==> src/rtl/gpu_pkg.sv <==
// Shared types for the GPU command scheduler: FSM encoding and parked-write entry layout.
package gpu_pkg;

  localparam int unsigned GPU_AW     = 16;
  localparam int unsigned GPU_DW     = 16;
  localparam int unsigned WR_ENTRY_W = GPU_AW + GPU_DW;

  typedef enum logic [1:0] {
    IDLE    = 2'd0,
    RD_REQ  = 2'd1,
    RD_WAIT = 2'd2,
    WR_REQ  = 2'd3
  } sched_state_e;

  typedef struct packed {
    logic [GPU_AW-1:0] addr;
    logic [GPU_DW-1:0] data;
  } wr_entry_t;

endpackage

==> src/rtl/gpu_cmd_scheduler_if.sv <==
// Command-buffer and resource-port signal bundle around the scheduler.
interface gpu_cmd_scheduler_if
  import gpu_pkg::*;
#(
  parameter int unsigned AW = GPU_AW,
  parameter int unsigned DW = GPU_DW
);

  logic          cmd_valid_in;
  logic          cmd_ready_out;
  logic          cmd_write_in;
  logic [AW-1:0] cmd_addr_in;
  logic [DW-1:0] cmd_wdata_in;
  logic          render_active_in;
  logic          frame_ok_out;
  logic          res_req_out;
  logic          res_we_out;
  logic [AW-1:0] res_addr_out;
  logic [DW-1:0] res_wdata_out;
  logic          res_gnt_in;
  logic          res_rvalid_in;
  logic [DW-1:0] res_rdata_in;
  logic          rsp_valid_out;
  logic [DW-1:0] rsp_data_out;

  modport slave (
    input  cmd_valid_in, cmd_write_in, cmd_addr_in, cmd_wdata_in, render_active_in,
           res_gnt_in, res_rvalid_in, res_rdata_in,
    output cmd_ready_out, frame_ok_out, res_req_out, res_we_out, res_addr_out,
           res_wdata_out, rsp_valid_out, rsp_data_out
  );

  modport master (
    output cmd_valid_in, cmd_write_in, cmd_addr_in, cmd_wdata_in, render_active_in,
           res_gnt_in, res_rvalid_in, res_rdata_in,
    input  cmd_ready_out, frame_ok_out, res_req_out, res_we_out, res_addr_out,
           res_wdata_out, rsp_valid_out, rsp_data_out
  );

endinterface

==> src/rtl/gpu_cmd_fifo.sv <==
// Synchronous FIFO holding parked writes; extra pointer MSB separates full from empty.
module gpu_cmd_fifo #(
  parameter int unsigned WIDTH = 32,
  parameter int unsigned DEPTH = 16
) (
  input  logic             clk_i,
  input  logic             rst_i,
  input  logic             push_i,
  input  logic [WIDTH-1:0] din_i,
  input  logic             pop_i,
  output logic [WIDTH-1:0] dout_o,
  output logic             full_o,
  output logic             empty_o
);

  localparam int unsigned PW   = $clog2(DEPTH);
  localparam int unsigned PTRW = PW + 1;

  logic [PTRW-1:0]  wr_ptr_q;
  logic [PTRW-1:0]  rd_ptr_q;
  logic [WIDTH-1:0] mem_q [DEPTH];
  logic             do_push_c;
  logic             do_pop_c;

  assign empty_o   = (wr_ptr_q == rd_ptr_q);
  assign full_o    = (wr_ptr_q[PW] != rd_ptr_q[PW]) && (wr_ptr_q[PW-1:0] == rd_ptr_q[PW-1:0]);
  assign do_pop_c  = pop_i && !empty_o;
  // A pop in the same cycle frees the slot a push into a full FIFO needs.
  assign do_push_c = push_i && (!full_o || do_pop_c);
  assign dout_o    = mem_q[rd_ptr_q[PW-1:0]];

  always_ff @(posedge clk_i or posedge rst_i) begin
    if (rst_i) begin
      wr_ptr_q <= '0;
      rd_ptr_q <= '0;
    end else begin
      if (do_push_c) wr_ptr_q <= wr_ptr_q + PTRW'(1);
      if (do_pop_c)  rd_ptr_q <= rd_ptr_q + PTRW'(1);
    end
  end

  always_ff @(posedge clk_i) begin
    if (do_push_c) mem_q[wr_ptr_q[PW-1:0]] <= din_i;
  end

endmodule

==> src/rtl/gpu_cmd_scheduler.sv <==
// Orders host reads/writes onto the GPU resource port; writes park during a render,
// reads bypass them, and parked writes drain once the render ends.
module gpu_cmd_scheduler
  import gpu_pkg::*;
#(
  parameter int unsigned AW       = GPU_AW,
  parameter int unsigned DW       = GPU_DW,
  parameter int unsigned WQ_DEPTH = 16
) (
  input  logic               cmd_clk_in,
  input  logic               cmd_rst_in,
  gpu_cmd_scheduler_if.slave bus
);

  localparam int unsigned EW = AW + DW;

  sched_state_e  state_q;
  logic          res_req_q;
  logic          res_we_q;
  logic [AW-1:0] res_addr_q;
  logic [DW-1:0] res_wdata_q;
  logic          rsp_valid_q;
  logic [DW-1:0] rsp_data_q;
  logic          frame_ok_q;

  logic          fifo_full;
  logic          fifo_empty;
  logic [EW-1:0] fifo_head;
  logic          cmd_ready_c;
  logic          push_c;
  logic          rd_accept_c;
  logic          pop_c;

  // Outside a render a read waits for the FIFO to empty so it observes earlier writes.
  assign cmd_ready_c = bus.cmd_write_in ? !fifo_full
                                        : ((state_q == IDLE) && (bus.render_active_in || fifo_empty));
  assign push_c      = bus.cmd_valid_in && cmd_ready_c && bus.cmd_write_in;
  assign rd_accept_c = bus.cmd_valid_in && cmd_ready_c && !bus.cmd_write_in;
  assign pop_c       = (state_q == IDLE) && !rd_accept_c && !bus.render_active_in && !fifo_empty;

  gpu_cmd_fifo #(
    .WIDTH (EW),
    .DEPTH (WQ_DEPTH)
  ) u_fifo (
    .clk_i   (cmd_clk_in),
    .rst_i   (cmd_rst_in),
    .push_i  (push_c),
    .din_i   ({bus.cmd_addr_in, bus.cmd_wdata_in}),
    .pop_i   (pop_c),
    .dout_o  (fifo_head),
    .full_o  (fifo_full),
    .empty_o (fifo_empty)
  );

  // Access sequencer; request/address/data are loaded on entry and held until grant.
  always_ff @(posedge cmd_clk_in or posedge cmd_rst_in) begin
    if (cmd_rst_in) begin
      state_q     <= IDLE;
      res_req_q   <= 1'b0;
      res_we_q    <= 1'b0;
      res_addr_q  <= '0;
      res_wdata_q <= '0;
      rsp_valid_q <= 1'b0;
      rsp_data_q  <= '0;
      frame_ok_q  <= 1'b0;
    end else begin
      rsp_valid_q <= 1'b0;
      frame_ok_q  <= !bus.render_active_in && fifo_empty && (state_q == IDLE);
      case (state_q)
        IDLE: begin
          if (rd_accept_c) begin
            state_q    <= RD_REQ;
            res_req_q  <= 1'b1;
            res_we_q   <= 1'b0;
            res_addr_q <= bus.cmd_addr_in;
          end else if (pop_c) begin
            state_q     <= WR_REQ;
            res_req_q   <= 1'b1;
            res_we_q    <= 1'b1;
            res_addr_q  <= fifo_head[EW-1:DW];
            res_wdata_q <= fifo_head[DW-1:0];
          end
        end
        RD_REQ: begin
          if (bus.res_gnt_in) begin
            state_q   <= RD_WAIT;
            res_req_q <= 1'b0;
          end
        end
        RD_WAIT: begin
          if (bus.res_rvalid_in) begin
            state_q     <= IDLE;
            rsp_valid_q <= 1'b1;
            rsp_data_q  <= bus.res_rdata_in;
          end
        end
        WR_REQ: begin
          if (bus.res_gnt_in) begin
            state_q   <= IDLE;
            res_req_q <= 1'b0;
            res_we_q  <= 1'b0;
          end
        end
        default: state_q <= IDLE;
      endcase
    end
  end

  assign bus.cmd_ready_out = cmd_ready_c;
  assign bus.frame_ok_out  = frame_ok_q;
  assign bus.res_req_out   = res_req_q;
  assign bus.res_we_out    = res_we_q;
  assign bus.res_addr_out  = res_addr_q;
  assign bus.res_wdata_out = res_wdata_q;
  assign bus.rsp_valid_out = rsp_valid_q;
  assign bus.rsp_data_out  = rsp_data_q;

endmodule

==> src/flat_wrapper.sv <==
// flat-port wrapper written by rule: the top's interface ports become plain ports
module gpu_cmd_scheduler_flat import gpu_pkg::*;
#(
  parameter int unsigned AW       = GPU_AW,
  parameter int unsigned DW       = GPU_DW,
  parameter int unsigned WQ_DEPTH = 16
)
  (cmd_clk_in, cmd_rst_in, bus_cmd_valid_in, bus_cmd_write_in, bus_cmd_addr_in, bus_cmd_wdata_in, bus_render_active_in, bus_res_gnt_in, bus_res_rvalid_in, bus_res_rdata_in, bus_cmd_ready_out, bus_frame_ok_out, bus_res_req_out, bus_res_we_out, bus_res_addr_out, bus_res_wdata_out, bus_rsp_valid_out, bus_rsp_data_out);
  gpu_cmd_scheduler_if #(.AW(AW), .DW(DW)) bus_i ();
  input  logic cmd_clk_in;
  input  logic cmd_rst_in;
  input wire logic [$bits(bus_i.cmd_valid_in)-1:0] bus_cmd_valid_in;
  input wire logic [$bits(bus_i.cmd_write_in)-1:0] bus_cmd_write_in;
  input wire logic [$bits(bus_i.cmd_addr_in)-1:0] bus_cmd_addr_in;
  input wire logic [$bits(bus_i.cmd_wdata_in)-1:0] bus_cmd_wdata_in;
  input wire logic [$bits(bus_i.render_active_in)-1:0] bus_render_active_in;
  input wire logic [$bits(bus_i.res_gnt_in)-1:0] bus_res_gnt_in;
  input wire logic [$bits(bus_i.res_rvalid_in)-1:0] bus_res_rvalid_in;
  input wire logic [$bits(bus_i.res_rdata_in)-1:0] bus_res_rdata_in;
  output wire logic [$bits(bus_i.cmd_ready_out)-1:0] bus_cmd_ready_out;
  output wire logic [$bits(bus_i.frame_ok_out)-1:0] bus_frame_ok_out;
  output wire logic [$bits(bus_i.res_req_out)-1:0] bus_res_req_out;
  output wire logic [$bits(bus_i.res_we_out)-1:0] bus_res_we_out;
  output wire logic [$bits(bus_i.res_addr_out)-1:0] bus_res_addr_out;
  output wire logic [$bits(bus_i.res_wdata_out)-1:0] bus_res_wdata_out;
  output wire logic [$bits(bus_i.rsp_valid_out)-1:0] bus_rsp_valid_out;
  output wire logic [$bits(bus_i.rsp_data_out)-1:0] bus_rsp_data_out;
  assign bus_i.cmd_valid_in = bus_cmd_valid_in;
  assign bus_i.cmd_write_in = bus_cmd_write_in;
  assign bus_i.cmd_addr_in = bus_cmd_addr_in;
  assign bus_i.cmd_wdata_in = bus_cmd_wdata_in;
  assign bus_i.render_active_in = bus_render_active_in;
  assign bus_i.res_gnt_in = bus_res_gnt_in;
  assign bus_i.res_rvalid_in = bus_res_rvalid_in;
  assign bus_i.res_rdata_in = bus_res_rdata_in;
  assign bus_cmd_ready_out = bus_i.cmd_ready_out;
  assign bus_frame_ok_out = bus_i.frame_ok_out;
  assign bus_res_req_out = bus_i.res_req_out;
  assign bus_res_we_out = bus_i.res_we_out;
  assign bus_res_addr_out = bus_i.res_addr_out;
  assign bus_res_wdata_out = bus_i.res_wdata_out;
  assign bus_rsp_valid_out = bus_i.rsp_valid_out;
  assign bus_rsp_data_out = bus_i.rsp_data_out;
  gpu_cmd_scheduler #(.AW(AW), .DW(DW), .WQ_DEPTH(WQ_DEPTH)) u_core (.cmd_clk_in(cmd_clk_in), .cmd_rst_in(cmd_rst_in), .bus(bus_i));
endmodule
==> config.mk <==
export PLATFORM = sky130hd
export DESIGN_NAME = gpu_cmd_scheduler_flat
export DESIGN_NICKNAME = d
export VERILOG_FILES = /design/src/rtl/gpu_pkg.sv /design/src/rtl/gpu_cmd_scheduler_if.sv /design/src/rtl/gpu_cmd_fifo.sv /design/src/rtl/gpu_cmd_scheduler.sv /design/src/flat_wrapper.sv
export SDC_FILE = /design/constraint.sdc
export NUM_CORES = 1
export LEC_CHECK = 0
export ABC_AREA = 1
export CAP_MARGIN = 20
export CORE_MARGIN = 4
export CORE_UTILIZATION = 45
export CTS_BUF_LIST = sky130_fd_sc_hd__clkbuf_2 sky130_fd_sc_hd__clkbuf_4 sky130_fd_sc_hd__clkbuf_8
export CTS_CLUSTER_DIAMETER = 50
export DETAILED_ROUTE_END_ITERATION = 12
export GPL_ROUTABILITY_DRIVEN = 0
export GPL_TIMING_DRIVEN = 0
export PLACE_DENSITY = 0.73
export SYNTH_ARGS = -nofsm -noshare
export SYNTH_HDL_FRONTEND = slang
export SYNTH_SLANG_ARGS = --single-unit
export TNS_END_PERCENT = 20
==> constraint.sdc <==
create_clock -name cmd_clk_in -period 3.1 [get_ports cmd_clk_in]
set_input_delay 0.62 -clock cmd_clk_in [delete_from_list [all_inputs] [get_ports cmd_clk_in]]
set_output_delay 0.62 -clock cmd_clk_in [all_outputs]
set_load 0.005 [all_outputs]
Word-level counts from Yosys, hierarchy flattened
Memories as Yosys holds them, arrays and structs flattened.
Index checks and enable logic that the tools add are counted.
Word-level totals
  flip-flop bits (word level): 64
  memory bits (writable): 512
  input port bits: 55
  output and inout bits: 53
  word-level logic and storage cells: 74
  memories: 1
Operators by class
  add/subtract/negate cells: 2
  eq/ne operators: 11
  mux-type cells: 19
  bitwise operators: 1
  reductions and logical operators: 30
Memories
  u_core.u_fifo.mem_q: depth 16, width 32, read ports 1, clocked after memory_dff 0, write ports 1, RTL line gpu_cmd_fifo.sv:21  | logic [WIDTH-1:0] mem_q [DEPTH];
Operator list (count)
  16-bit two-way mux: 2
  1-bit logical AND: 12
  5-bit by 1-bit adder with 5-bit output (second input constant): 2
  2-bit two-way mux: 5
  1-bit two-way mux: 9
  3-bit AND reduction: 3
  2-bit one-hot mux with 4 select lines: 1
  2-bit inequality test (second input constant): 3
  2-bit nonzero test: 3
  5-bit == test: 1
  1-bit logical NOT: 5
  2-bit == test (second input constant): 2
  4-bit == test: 1
  1-bit one-hot mux with 2 select lines: 2
  2-bit AND reduction: 2
  4-bit AND reduction: 1
  3-bit by 2-bit inequality test with 1-bit output (second input constant): 1
  2-bit by 1-bit == test with 1-bit output (second input constant): 1
  2-bit logical NOT: 1
  1-bit logical OR: 2
  2-bit by 1-bit inequality test with 1-bit output (second input constant): 1
  2-bit OR reduction: 1
  1-bit inequality test: 1
  1-bit NOT: 1

Longest topological paths before layout
  depth after elaboration: 15
  depth in mapped cells: 15
  mapped depth without buffers: 12

By module
From an unflattened synthesis, not the netlist that was laid out.
Unflattened totals
  cells, all modules: 1978
  area total of the unflattened synthesis: 23291.1 um^2
By module, submodules not included
  gpu_cmd_fifo: times used 1, cells an instance 1671, area an instance 20857.5 um^2, seq. area each 15625.0 um^2
  gpu_cmd_scheduler: times used 1, cells an instance 307, area an instance 2433.6 um^2, seq. area each 1351.3 um^2

Worst setup path before layout
Ideal clock, no wire load.
  path kind: register -> register
  start point: reg u_core.u_fifo.rd_ptr_q[0]
  end point: mem u_core.u_fifo.mem_q[15][0], enable pin
  library setup time: 0.424 ns
  arrival time: 2.650 ns
  required time: 2.676 ns
  setup slack: 0.026 ns
  stages on the path, launching flop included: 11
  buffers on the path: 1
  period minus slack after synthesis: 3.074 ns
  cells stage by stage: dfrtp_1 buf_4 inv_2 nand2_1 nand2_1 nor2_1 nand3b_1 nand2_1 nor2_2 nand2_1 nor2_1
Between the ends
  word-level cells in the longest chain between the ends: 15
  elaborated cells between the ends (all ways): 20
  classes of those cells: eq/ne: 2; mux: 3; reduce/logical: 15
Ends and longest elaborated chain
  start: declaration: RTL line gpu_cmd_fifo.sv:20  | logic [PTRW-1:0] rd_ptr_q;
  start signal: assignment: RTL line gpu_cmd_fifo.sv:38  | if (do_pop_c) rd_ptr_q <= rd_ptr_q + PTRW'(1);
  5-bit == test / 4-bit == test (equally long branches): RTL line gpu_cmd_fifo.sv:25, gpu_cmd_fifo.sv:26
  1-bit logical OR / 1-bit logical AND (equally long branches): RTL line gpu_cmd_scheduler.sv:36, gpu_cmd_fifo.sv:26
  1-bit logical AND / 1-bit logical NOT (equally long branches): RTL line gpu_cmd_scheduler.sv:36, gpu_cmd_fifo.sv:29, gpu_cmd_scheduler.sv:35
  1-bit two-way mux: RTL line gpu_cmd_scheduler.sv:35  | assign cmd_ready_c = bus.cmd_write_in ? !fifo_full
  1-bit logical AND: RTL line gpu_cmd_scheduler.sv:37, gpu_cmd_scheduler.sv:38
  1-bit logical AND: RTL line gpu_cmd_scheduler.sv:38  | assign rd_accept_c = bus.cmd_valid_in && cmd_ready_c && !bus.cmd_write_in;
  1-bit logical NOT: RTL line gpu_cmd_scheduler.sv:39  | assign pop_c = (state_q == IDLE) && !rd_accept_c && !bus.render_active_in && !fifo_empty;
  1-bit logical AND (3 in series): RTL line gpu_cmd_scheduler.sv:39
  1-bit logical AND: RTL line gpu_cmd_fifo.sv:27  | assign do_pop_c = pop_i && !empty_o;
  1-bit logical OR: RTL line gpu_cmd_fifo.sv:29  | assign do_push_c = push_i && (!full_o || do_pop_c);
  1-bit logical AND *: RTL line gpu_cmd_fifo.sv:29
  1-bit two-way mux *: RTL line gpu_cmd_fifo.sv:43  | if (do_push_c) mem_q[wr_ptr_q[PW-1:0]] <= din_i;
  1-bit two-way mux (implied by the code) *: RTL line gpu_cmd_fifo.sv:43
  end: declaration: RTL line gpu_cmd_fifo.sv:21
Every way passes the cells marked *; elsewhere a longest branch is shown, timed or not.

Worst setup path after layout
  start point: reg u_core.u_fifo.rd_ptr_q[0]
  end point: mem u_core.u_fifo.mem_q[12][20], enable pin
Same word-level chain as after synthesis.

==> impl_metrics.ini <==
[power_and_ir_drop]
ir_drop_v = 0.000460
power_density_nw_per_um2 = 907
total_power_mw = 24.8
power_leakage_nw = 9.65

[worst_setup_path]
crit_required_ns = 3.43
r2r_start = u_core.u_fifo.rd_ptr_q[0]
critPathMaxFanout = 17
endpoint_kind = flip-flop
critical_path_class = flip-flop to flip-flop
cp_data_arrival_time_ns = 3.30
startpoint = u_core.u_fifo.rd_ptr_q[0]
startpoint_type = flip-flop

[clock_network]
clock_latency_ns = 0.66
htreeDepth = 3
cts.sinks = 576
cts_tree = yes
cts_buffers = 89
clk_pin_slew_ns = 0.06
clk_path_buf_depth = 3
cts-root-buf = clkbuf_8

[routing]
via_per_inst = 5.64
ant_nets = 0
drtIter0Drc = 2535
wl_per_cell_um = 22.0
route.detailed.drc = 0
vias = 16200
drtPass1Iterations = 9
wl_um = 62900

[min_path]
min_path_type = flip-flop to flip-flop
min_from = u_core.bus.rsp_data_out[0]

[timing]
fin_skew_ns = 0.0354
worst_pin_slew_ns = 0.896
setup_viol = 0
max_freq_ghz = 0.337
drv_slew = 0
rsz0062_at_grt = false
hold_viol = 0
relSlewSlack = 0.403
period_share = 0.958
setup_tns_ns = 0
fin_crit_ns = 2.97

[outcome]
status = completed

[global_routing]
grtUsageTotal = 0.228
grt_pass1_vias = 15800
antenna_found_initial = 3
grt_max_degree = 65
grt_first_pass_wirelength_um = 94000
grt_overflow = 0

[final_layout]
layout-drive-gt1-share = 0.115
layout.nets = 2183
syn_to_final_growth_pct = 18.9
seqCellArea_um2 = 17000
multi_input_area_um2 = 5470
num-fill-cells = 4014

[yosys]
synth_top_area_share = 0.669
synth_cell_types = 28
yosys_warnings = 0
synth_edf_count = 512
synth_top_area_cell = edfxtp_1
synth_area_leaders = edfxtp_1 (67%), dfrtp_1 (7.0%), o21ai_0 (6.4%)
synth-seq-cells = 576
synth-async-reset-ratio = 0.111
netlist_area_um2 = 23000
synth-main-ff-cell = edfxtp_1
syn_inst = 1901
yosysSeqAreaShare = 0.738
syn_avg_cell_area_um2 = 12.1
syn-num-nets = 1965

[die]
core_area_um2 = 50400
io_pins = 108
num_rows = 82
start_util = 0.456
die_w_um = 234
chipHeight_um = 234
die_area_um2 = 54800

[placed_design]
portBuffers = 107
hpwl_um = 40800

[flow_run]
cap_violations = 0
==> flip-flops by register name (all words and copies together) (netlist names) <==
name	flops
u_core.bus.res_we_out	1
u_core.bus.rsp_data_out	16
u_core.state_q	2
u_core.u_fifo.rd_ptr_q	5
u_core.bus.res_wdata_out	16
u_core.bus.frame_ok_out	1
u_core.bus.res_addr_out	16
u_core.u_fifo.mem_q	512
u_core.bus.rsp_valid_out	1
u_core.bus.res_req_out	1
u_core.u_fifo.wr_ptr_q	5
==> layout make-up <==
| type | instances | share of cell area |
|---|---|---|
| antenna | 2 | 0.000183 |
| buffer | 112 | 0.0195 |
| clock buffer | 132 | 0.0598 |
| multi-input combinational | 1170 | 0.200 |
| timing repair buffer | 128 | 0.0546 |
| sequential | 576 | 0.621 |
| inverter | 42 | 0.00590 |
| tap | 672 | 0.0308 |
| clock inverter | 30 | 0.00810 |
==> routing by layer <==
| layer | GRT usage | wire (um) | vias up | part of all wire |
|---|---|---|---|---|
| li1 | - | - | 7194 | - |
| met1 | 0.311 | 24100 | 7695 | 0.38 |
| met2 | 0.360 | 28900 | 1107 | 0.46 |
| met3 | 0.0491 | 7730 | 163 | 0.12 |
| met4 | 0.0887 | 2090 | 0 | 0.033 |
| met5 | 0 | 0 | - | 0 |
==> critical path: stages, from the launching register on <==
cell and delay, ns:
dfrtp_1 0.40, buf_6 0.15, inv_2 0.15, nand2_1 0.07, nand2_1 0.08, nor2_2 0.05
nand3b_1 0.13, nand2_1 0.13, nor2_4 0.27, nand2_1 0.31, nor2_4 0.64, buf_16 0.25
==> layout by cell type (no fill, tap or decap), types with 6 or more instances in the layout <==
cell	n
edfxtp_1	512
nor2_1	343
nand2_1	317
o21ai_0	293
clkdlybuf4s50_1	106
clkbuf_8	103
dfrtp_1	63
clkbuf_1	60
nand3_1	56
o211ai_1	46
o22ai_1	33
inv_1	32
buf_2	32
clkbuf_4	29
o21ai_1	21
nor2_4	17
o221ai_1	16
buf_4	13
clkinv_1	13
clkinv_2	12
buf_12	11
ha_1	9
inv_2	7
buf_1	7
buf_16	7
xor2_1	6
==> power breakdown <==
group          switching, mW  internal, mW  leakage, nW
Combinational           5.96          2.77         3.26
Sequential             0.337          9.19         5.41
Clock                   2.91          3.63        0.983
==> worst paths after layout <==
kind / cells past startpoint / slack (ns) / end
min in group asynchronous: 2 / 0.52 / u_core.bus.rsp_data_out[5]
min: 2 / 0.48 / u_core.bus.rsp_data_out[0]
min reg2reg: 2 / 0.48 / u_core.bus.rsp_data_out[0]
max reg2reg: 11 / 0.13 / u_core.u_fifo.mem_q[12][20]
max: 11 / 0.13 / u_core.u_fifo.mem_q[12][20]
max in group asynchronous: 2 / 1.96 / u_core.u_fifo.wr_ptr_q[3]
==> Yosys cell counts, types with 2 or more instances <==
cell      count
o22ai_1      33
ha_1          9
buf_1         7
inv_2         7
buf_4         9
nor2_1      361
clkbuf_1     61
buf_2        34
o211ai_1     46
nand2_2       3
nor2_2        2
o221ai_1     16
edfxtp_1    512
nor3_1        2
nand2_1     317
nand3_1      57
dfrtp_1      64
buf_6         2
xor2_1        6
o21ai_0     293
o21ai_1      21
inv_1        33
==> kinds of logic (layout without fill, tap and decap cells) <==
| family | Yosys count | in the layout | synth area share |
|---|---|---|---|
| AO/OA/AOI/OAI | 409 | 409 | 0.0985 |
| XOR/XNOR | 7 | 7 | 0.00267 |
| adder cells (fa/ha/maj) | 9 | 9 | 0.00490 |
| buffers and inverters | 155 | 444 | 0.0293 |
| flip-flops | 576 | 576 | 0.738 |
| other | 0 | 2 | 0 |
| AND/OR/NAND/NOR | 745 | 745 | 0.126 |
==> through the flow <==
stage               utilization  hold WS (ns)  setup WS [ns]  cell area [um2]  instances
finish                    0.543         0.476          0.131            27300       2864
global route              0.543         0.502         0.0917            27300       2864
CTS                       0.542         0.473         0.0319            27300       2861
detailed placement        0.504         0.468         -0.374            25400       2696
global placement          0.494         0.462          -1.82            24900       2680
floorplan                     -         0.462         0.0259            23000       1901
==> timing repair <==
| item | in CTS | in global routing |
|---|---|---|
| hold buffers | 0 | 0 |
| pin swaps | 1 | 1 |
| setup buffers | 4 | 1 |
| hold endpoints to repair | 0 | 0 |
| setup endpoints to repair | 17 | 55 |
| gates resized for setup | 11 | 1 |
(Power assumes the default switching activity.)
